--- src/rtl/exe_stage.sv ---
// -----------------------------------------------------------------------------
// exe_stage
//   Execute stage of the 5-stage scalar pipeline. It latches the instruction
//   offered by decode, computes the ALU result, and issues a single load/store
//   request per memory instruction to the data SRAM using a req/addr_ok
//   handshake. It then hands the instruction to the memory stage, and returns
//   load-use and forwarding information to decode.
//
// Ports
//   clk, reset          rising-edge clock, asynchronous active-high reset
//   ms_allowin          memory stage can accept an instruction
//   ds_to_es_valid/bus  instruction offered by decode (151-bit bus)
//   es_allowin          execute can accept from decode
//   es_to_ms_valid/bus  instruction offered to memory stage (71-bit bus)
//   es_valid            execute holds a valid instruction
//   es_to_ds_bus        {load in execute, es_to_ds_dest} for load-use stall
//   es_to_ds_dest       destination register if it will be written, else 0
//   es_forward_data     ALU result forwarded to decode
//   data_sram_*         request side of the data SRAM interface
// -----------------------------------------------------------------------------
module exe_stage (
  input  logic         clk,
  input  logic         reset,
  input  logic         ms_allowin,
  input  logic         ds_to_es_valid,
  input  logic [150:0] ds_to_es_bus,
  output logic         es_allowin,
  output logic         es_to_ms_valid,
  output logic [70:0]  es_to_ms_bus,
  output logic         es_valid,
  output logic [5:0]   es_to_ds_bus,
  output logic [4:0]   es_to_ds_dest,
  output logic [31:0]  es_forward_data,
  output logic         data_sram_req,
  output logic         data_sram_wr,
  output logic [1:0]   data_sram_size,
  output logic [3:0]   data_sram_wstrb,
  output logic [31:0]  data_sram_addr,
  output logic [31:0]  data_sram_wdata,
  input  logic         data_sram_addr_ok
);

  // Field layout of the decode-to-execute bus, MSB first.
  typedef struct packed {
    logic [31:0] pc;
    logic [11:0] alu_op;
    logic        src2_is_4;
    logic        src1_is_pc;
    logic        src2_is_imm;
    logic        gr_we;
    logic        mem_we;
    logic [4:0]  dest;
    logic [31:0] imm;
    logic [31:0] rj_value;
    logic [31:0] rkd_value;
    logic        res_from_mem;
  } ds_bus_t;

  ds_bus_t     bus_q, bus_d;
  logic        es_valid_q, es_valid_d;
  logic        req_done_q, req_done_d;

  logic        mem_op;
  logic        addr_hs;
  logic        es_ready_go;
  logic [31:0] src1, src2;
  logic [4:0]  shamt;
  logic [31:0] alu_result;

  // ---------------------------------------------------------------------------
  // ALU
  // ---------------------------------------------------------------------------
  assign src1  = bus_q.src1_is_pc ? bus_q.pc : bus_q.rj_value;
  assign src2  = (bus_q.src2_is_imm | bus_q.src2_is_4) ? bus_q.imm : bus_q.rkd_value;
  assign shamt = src2[4:0];

  // alu_op is one-hot: OR-ing the gated results gives the selected result,
  // and an all-zero alu_op naturally yields 0.
  always_comb begin
    // NOTE: default assignment first so no path through this block can infer a latch.
    alu_result = '0;
    if (bus_q.alu_op[0])  alu_result |= src1 + src2;
    if (bus_q.alu_op[1])  alu_result |= src1 - src2;
    if (bus_q.alu_op[2])  alu_result |= {31'b0, $signed(src1) < $signed(src2)};
    if (bus_q.alu_op[3])  alu_result |= {31'b0, src1 < src2};
    if (bus_q.alu_op[4])  alu_result |= src1 & src2;
    if (bus_q.alu_op[5])  alu_result |= ~(src1 | src2);
    if (bus_q.alu_op[6])  alu_result |= src1 | src2;
    if (bus_q.alu_op[7])  alu_result |= src1 ^ src2;
    if (bus_q.alu_op[8])  alu_result |= src1 << shamt;
    if (bus_q.alu_op[9])  alu_result |= src1 >> shamt;
    if (bus_q.alu_op[10]) alu_result |= $unsigned($signed(src1) >>> shamt);
    if (bus_q.alu_op[11]) alu_result |= src2;
  end

  // ---------------------------------------------------------------------------
  // Memory request and pipeline handshake
  // ---------------------------------------------------------------------------
  assign mem_op        = bus_q.res_from_mem | bus_q.mem_we;
  // req_done guarantees one request per instruction even when the memory
  // stage stalls after the address was accepted.
  assign data_sram_req = es_valid_q & mem_op & ~req_done_q;
  assign addr_hs       = data_sram_req & data_sram_addr_ok;
  assign es_ready_go   = ~mem_op | req_done_q | addr_hs;
  assign es_allowin    = ~es_valid_q | (es_ready_go & ms_allowin);
  assign es_to_ms_valid = es_valid_q & es_ready_go;

  always_comb begin
    es_valid_d = es_allowin ? ds_to_es_valid : es_valid_q;
    bus_d      = (ds_to_es_valid & es_allowin) ? ds_bus_t'(ds_to_es_bus) : bus_q;
    req_done_d = req_done_q;
    // Leaving or replacement wins over a same-cycle accept, so the flag never
    // leaks into the next instruction.
    if ((es_to_ms_valid & ms_allowin) | (ds_to_es_valid & es_allowin))
      req_done_d = 1'b0;
    else if (addr_hs)
      req_done_d = 1'b1;
  end

  always_ff @(posedge clk or posedge reset) begin
    // NOTE: the bus register is reset too, so every output is defined
    // (and zero) straight out of reset rather than only qualified by es_valid.
    if (reset) begin
      es_valid_q <= 1'b0;
      req_done_q <= 1'b0;
      bus_q      <= '0;
    end else begin
      // NOTE: non-blocking assignments so every flop samples pre-edge values.
      es_valid_q <= es_valid_d;
      req_done_q <= req_done_d;
      bus_q      <= bus_d;
    end
  end

  // ---------------------------------------------------------------------------
  // Outputs
  // ---------------------------------------------------------------------------
  assign es_valid        = es_valid_q;
  assign es_to_ms_bus    = {bus_q.pc, bus_q.res_from_mem, bus_q.gr_we, bus_q.dest, alu_result};
  assign es_to_ds_dest   = (es_valid_q & bus_q.gr_we) ? bus_q.dest : 5'd0;
  assign es_to_ds_bus    = {es_valid_q & bus_q.res_from_mem, es_to_ds_dest};
  assign es_forward_data = alu_result;

  assign data_sram_wr    = bus_q.mem_we;
  assign data_sram_size  = 2'b10;
  assign data_sram_wstrb = bus_q.mem_we ? 4'hf : 4'h0;
  assign data_sram_addr  = alu_result;
  assign data_sram_wdata = bus_q.rkd_value;

endmodule

--- config.mk ---
export PLATFORM = sky130hd
export DESIGN_NAME = exe_stage
export DESIGN_NICKNAME = d
export VERILOG_FILES = /design/src/rtl/exe_stage.sv
export SDC_FILE = /design/constraint.sdc
export NUM_CORES = 1
export LEC_CHECK = 0
export ABC_AREA = 1
export BUFFER_PORTS_ARGS = -buffer_cell sky130_fd_sc_hd__buf_2
export CAP_MARGIN = 0
export CORE_MARGIN = 8
export CORE_UTILIZATION = 40
export CTS_BUF_LIST = sky130_fd_sc_hd__clkbuf_4 sky130_fd_sc_hd__clkbuf_8
export CTS_CLUSTER_SIZE = 14
export DETAILED_ROUTE_END_ITERATION = 8
export GPL_ROUTABILITY_DRIVEN = 1
export GPL_TIMING_DRIVEN = 0
export MAX_ROUTING_LAYER = met4
export SYNTH_ARGS = -nofsm -noshare
export SYNTH_HDL_FRONTEND = slang
export SYNTH_SLANG_ARGS = --single-unit
--- constraint.sdc ---
create_clock -name clk -period 4.8 [get_ports clk]
set_input_delay 0 -clock clk [delete_from_list [all_inputs] [get_ports clk]]
set_output_delay 0 -clock clk [all_outputs]
set_load 0.02 [all_outputs]
# After elaboration in Yosys (flattened, before gate mapping)
# Cells that the tools add are included.
dict set report classes {
  add_sub_neg 2
  n_lt_le_gt_ge 2
  shift 3
  mux 18
  bitwise_logic 33
  reduce_logical 1
}
# operator count
set op_table {}
lappend op_table {{$mux W32} 14}
lappend op_table {{$or A32 B32 Y32} 10}
lappend op_table {{$lt A32 B32 Y1} 2}
lappend op_table {{$or A32 B1 Y32} 2}
lappend op_table {{$add A32 B32 Y32} 1}
lappend op_table {{$and A32 B32 Y32} 1}
lappend op_table {{$not A32 Y32} 1}
lappend op_table {{$shl A32 B5 Y32} 1}
lappend op_table {{$shr A32 B5 Y32} 1}
lappend op_table {{$sshr A32 B5 Y32} 1}
lappend op_table {{$sub A32 B32 Y32} 1}
lappend op_table {{$xor A32 B32 Y32} 1}
lappend op_table {{$and A1 B1 Y1} 9}
lappend op_table {{$or A1 B1 Y1} 6}
lappend op_table {{$mux W5} 1}
lappend op_table {{$mux W4} 1}
lappend op_table {{$not A1 Y1} 3}
lappend op_table {{$mux W1} 2}
lappend op_table {{$reduce_bool A2 Y1} 1}
dict set report word_totals {
  reg_bits 153
  in_bits 156
  output_inout_bits 189
  word_cells 73
}

# Depth between registers and ports, before layout
dict set report depth {
  word_depth 26
  ltp_mapped 24
  depth_no_buf 21
}

# Worst setup path before layout
# No wires, ideal clock.
dict set report synth_timing {
  kind {register -> output}
  startpoint {register bus_q[104] (netlist bit)}
  endpoint {output port es_forward_data[28]}
  arrival_ns 3.115
  required_time_ns 4.800
  path_slack_ns 1.685
  stages_incl_launch_ff 22
  path_buffers 5
  cell_sequence {dfrtp_1 nor2_4 buf_6 buf_4 buf_2 nand2_1 o21ai_0 ha_1 clkbuf_1 nor2_1 inv_1 nor2_1 inv_1 nor3_1 nand2_1 nand3_1 nand2_1 nand2_1 nand2_1 nand3_1 nand3_1 buf_4}
}
dict set report synth_between {
  elab_chain_cells 26
  elab_cells_between_ends 34
  cone_classes {2 x add/sub; 3 x shift; 13 x mux; 16 x bitwise}
}
# element line_no
set synth_lines {}
lappend synth_lines {{start: declaration} 59} ;# ds_bus_t bus_q, bus_d;
lappend synth_lines {{start signal: assignment} 131} ;# bus_q <= bus_d;
lappend synth_lines {{$or A1 B1 Y1 (*)} 74} ;# assign src2 = (bus_q.src2_is_imm | bus_q.src2_is_4) ? bus_q.imm : bus_q.rkd_value;
lappend synth_lines {{$mux W32 (*)} 74}
lappend synth_lines {{$add A32 B32 Y32} 82} ;# if (bus_q.alu_op[0]) alu_result |= src1 + src2;
lappend synth_lines {{$mux W32} 82}
lappend synth_lines {{$or A32 B32 Y32} 83} ;# if (bus_q.alu_op[1]) alu_result |= src1 - src2;
lappend synth_lines {{$mux W32} 83}
lappend synth_lines {{$or A32 B1 Y32} 84} ;# if (bus_q.alu_op[2]) alu_result |= {31'b0, $signed(src1) < $signed(src2)};
lappend synth_lines {{$mux W32} 84}
lappend synth_lines {{(+10 left out)} n/a}
lappend synth_lines {{$or A32 B32 Y32} 90} ;# if (bus_q.alu_op[8]) alu_result |= src1 << shamt;
lappend synth_lines {{$mux W32} 90}
lappend synth_lines {{$or A32 B32 Y32} 91} ;# if (bus_q.alu_op[9]) alu_result |= src1 >> shamt;
lappend synth_lines {{$mux W32} 91}
lappend synth_lines {{$or A32 B32 Y32} 92} ;# if (bus_q.alu_op[10]) alu_result |= $unsigned($signed(src1) >>> shamt);
lappend synth_lines {{$mux W32} 92}
lappend synth_lines {{$or A32 B32 Y32} 93} ;# if (bus_q.alu_op[11]) alu_result |= src2;
lappend synth_lines {{$mux W32 (*)} 93}
lappend synth_lines {{end: declaration} 33} ;# output logic [31:0] es_forward_data,
# Every way passes the cells marked *; elsewhere a longest branch is shown, timed or not.

# Worst setup path after layout
dict set report layout_timing {
  startpoint {register bus_q[104] (netlist bit)}
  endpoint {output port es_forward_data[31]}
}
# Same word-level chain as after synthesis.

==> impl_results.md <==
* CP Capture Point: es_forward_data[31]
* Synth unique cells at 54
* Top-level I/O count at 345
* Most frequent cells in the layout: nand2_1 (1003), buf_2 (380), inv_1 (332)
* Setup TNS at 0 ns
* CP peak stage delay at 0.56 ns
* Die area at 0.0515 sq mm
* Grt met3 use at 0.0859
* # setup viols final at 0
* Final Skew at 0.0158 ns
* Drt drc at 1
* Avg Inst Size Synth at 5.95 sq um
* Crit path required time at 4.80 ns
* CTS sink cnt at 153
* RSZ-0062 raised after global routing: false
* Worst Path Max Fanout at 10
* Layout cells sized above 1 at 0.191
* M1 GR Usage at 0.503
* First-pass GRT wire length at 146 mm
* Min Clock Period, post-route at 4.79 ns
* Final Hold Violating Endpoints at 0
* CTS buffer count at 17
* Die X-Extent at 227 um
* Most common cell after layout, fill and taps aside: nand2_1
* Met2 Resource Use GR at 0.571
* Die height at 227 um
* Worst Hold Slack at 0.145 ns
* Crit path capture type: output port
* Fmax at 209 MHz
* Largest net degree at the start of global routing at 100
* Synthesis-stage register bit count at 153
* PortBufs at 342
* Max-slew violations at 1
* Final #Nets at 3750
* WL/cell at 24.9 um
* Clk slew on worst S/H paths at 0.09 ns
* Vias per cell at 5.79
* Gr usage total at 0.393
* Core area at 0.0441 sq mm
* Antenna violations before repair at 4
* Synthesis Warnings at 0
* Ys async rst share at 1.00
* Worst-margin pin slew at 1.50 ns
* Register-to-Register Setup Slack at 1.98 ns
* Final Worst Setup Slack at 0.00524 ns
* Slew margin rel. at -0.00873
* Data arrival, critical path at 4.79 ns
* Crit-path cells: nor2_4, buf_6, buf_4, o21a_1, inv_1, ha_1, clkbuf_1, inv_1, o21ai_1, a21oi_1, nor2_1, a211oi_1, nand2_1, nand2_1, nand3_1, nand3_1, buf_4, buf_2
* Delay-heaviest family, CP: buffers and inverters
* Dpl hpwl at 81.3 mm
* Crit path kind: reg -> out
* Failing checks: DRC, capacitance limit, slew limit
* Post-synth EDFFs at 0
* Reg2reg start: data_sram_wr$_DFFE_PP0P_
* RD Place Congestion at 1.19
* Antenna Nets Post-Route at 0
* Via count at 23.8k
* Pre-antenna DRT Iters at 9
* CTS tree: yes
* Syn Nets at 3242
* Worst R2R Path Depth at 11
* Post-Syn Area at 0.0178 sq mm
* Sequential fraction of the synthesis area at 0.215
* Cell area after layout at 0.0224 sq mm
* DR iter-0 viols at 3568
* Crit path depth at 18
* GRT overflow at 0
* Synth Instances at 2995
* CP Launch Type: flop
* Slowest cell on crit path: o21ai_1
* H-tree depth at 4
* Top_reg_cell synth: dfrtp_1
* DP Area at 0.0203 sq mm
* Critical R2R Capture: es_to_ms_bus[43]$_DFFE_PP0P_
* Bufs and invs on worst path at 7
* Final Cycle Share at 0.999
* Clock Path Buffers at 2
* Busiest grt layer: met2
* Post-Route WL at 102 mm
* Clock Tree Root: clkbuf_8
* HP Class: in -> async
* Place WS at 0.174 ns
* Row Count at 77
* Critical path origin: bus_q[104]$_DFFE_PP0P_
* Status: complete, but fails checks
* Max Cap Viol at 1
* Vias in the first global route at 22.6k
* Clk Latency, worst-skew pair at 0.47 ns
* Area Growth Syn to Fin at 25.6%
* Initial Util at 0.404
## cell families (layout without fill, tap and decap cells)
group / count (synthesis) / in the layout / synth area share
compound gates: 499 / 499 / 0.165
buf+inv: 632 / 1151 / 0.178
fa+ha+maj: 91 / 91 / 0.0639
other cells: 2 / 8 / 0.000422
xor+xnor: 3 / 3 / 0.00148
simple gates: 1615 / 1615 / 0.377
flops: 153 / 153 / 0.215
## cell type report
cell class	instances	area [sq um]
Fill cell	4552	21800
Multi-Input combinational cell	2210	10900
Sequential cell	153	3830
Timing Repair Buffer	501	3330
Buffer	277	1840
Inverter	343	1290
Tap cell	592	741
Clock buffer	22	278
Clock inverter	8	98.8
Antenna cell	6	15.0
## worst reg2reg max path: stages (launching register included)
cell and delay (ns):
dfrtp_1 0.51, nor2_1 0.23, nor3_1 0.13, a21o_1 0.22, nor2_1 0.15, inv_1 0.06
a21oi_1 0.29, nor2_4 0.13, inv_2 0.18, clkbuf_1 0.64, nand2_1 0.11, nand2_1 0.11
## metal layers
metal  part of all wire  vias up
met5                  0        -
met4              0.066        0
met3               0.12      319
met2               0.42     1777
met1               0.40    11173
li1                   -    10552
## Yosys cell counts (4+ instances only)
master	count	area (sq um)
a31oi_1	8	50.1
o211ai_1	31	233
o2111ai_1	8	70.1
nand2_2	10	62.6
o21a_1	7	52.6
dfrtp_1	153	3830
o21bai_1	11	82.6
nand2_1	1003	3760
o21ai_2	12	105
nor2_2	4	25.0
nand3b_1	7	52.6
clkbuf_1	61	229
inv_2	8	30.0
o22ai_1	17	106
nor4_1	10	62.6
buf_1	6	22.5
ha_1	91	1140
a21boi_0	6	45.0
a221oi_1	13	114
nor3_1	17	85.1
o21ai_1	33	165
nand4_1	20	125
inv_1	333	1250
nor2_1	200	751
a211oi_1	9	67.6
nand3_1	327	1640
buf_6	15	169
buf_2	39	195
a21oi_1	108	541
a21o_1	8	60.1
o221ai_1	6	52.6
buf_4	168	1260
o21ai_0	205	1030
## what timing repair did
| action | CTS | global route |
|---|---|---|
| setup endpoints to repair | 20 | 51 |
| hold buffers | 156 | 0 |
| cloned | 0 | 0 |
| buffers inserted | 0 | 2 |
| hold endpoints to repair | 207 | 0 |
| gates resized for setup | 9 | 36 |
| pin swaps | 0 | 1 |
## state kept, by name (all words and copies together) (netlist names)
name / flops
bus_q: 79
es_to_ms_bus: 39
data_sram_wdata: 32
data_sram_wr: 1
es_valid: 1
req_done_q: 1
## metrics by stage
step                utilization  instances
floorplan                     -       2995
global placement          0.459       3929
detailed placement        0.460       3930
CTS                       0.504       4114
global route              0.507       4110
finish                    0.507       4112
## worst min-delay path by stage
stage / endpoint / slack, ns / cells past startpoint
floorplan: bus_q[41]$_DFFE_PP0P_ / 0.12 / 2
finish: es_to_ms_bus[34]$_DFFE_PP0P_ / 0.15 / 3
global placement: data_sram_wdata[7]$_DFFE_PP0P_ / 0.20 / 3
global route: es_to_ms_bus[34]$_DFFE_PP0P_ / 0.20 / 3
CTS: es_to_ms_bus[34]$_DFFE_PP0P_ / 0.13 / 3
detailed placement: es_to_ms_bus[34]$_DFFE_PP0P_ / 0.1 / 2
Power is left out: the tool's default activity adds up to more than one toggle a clock period on the data nets, which glitch-free logic cannot reach.
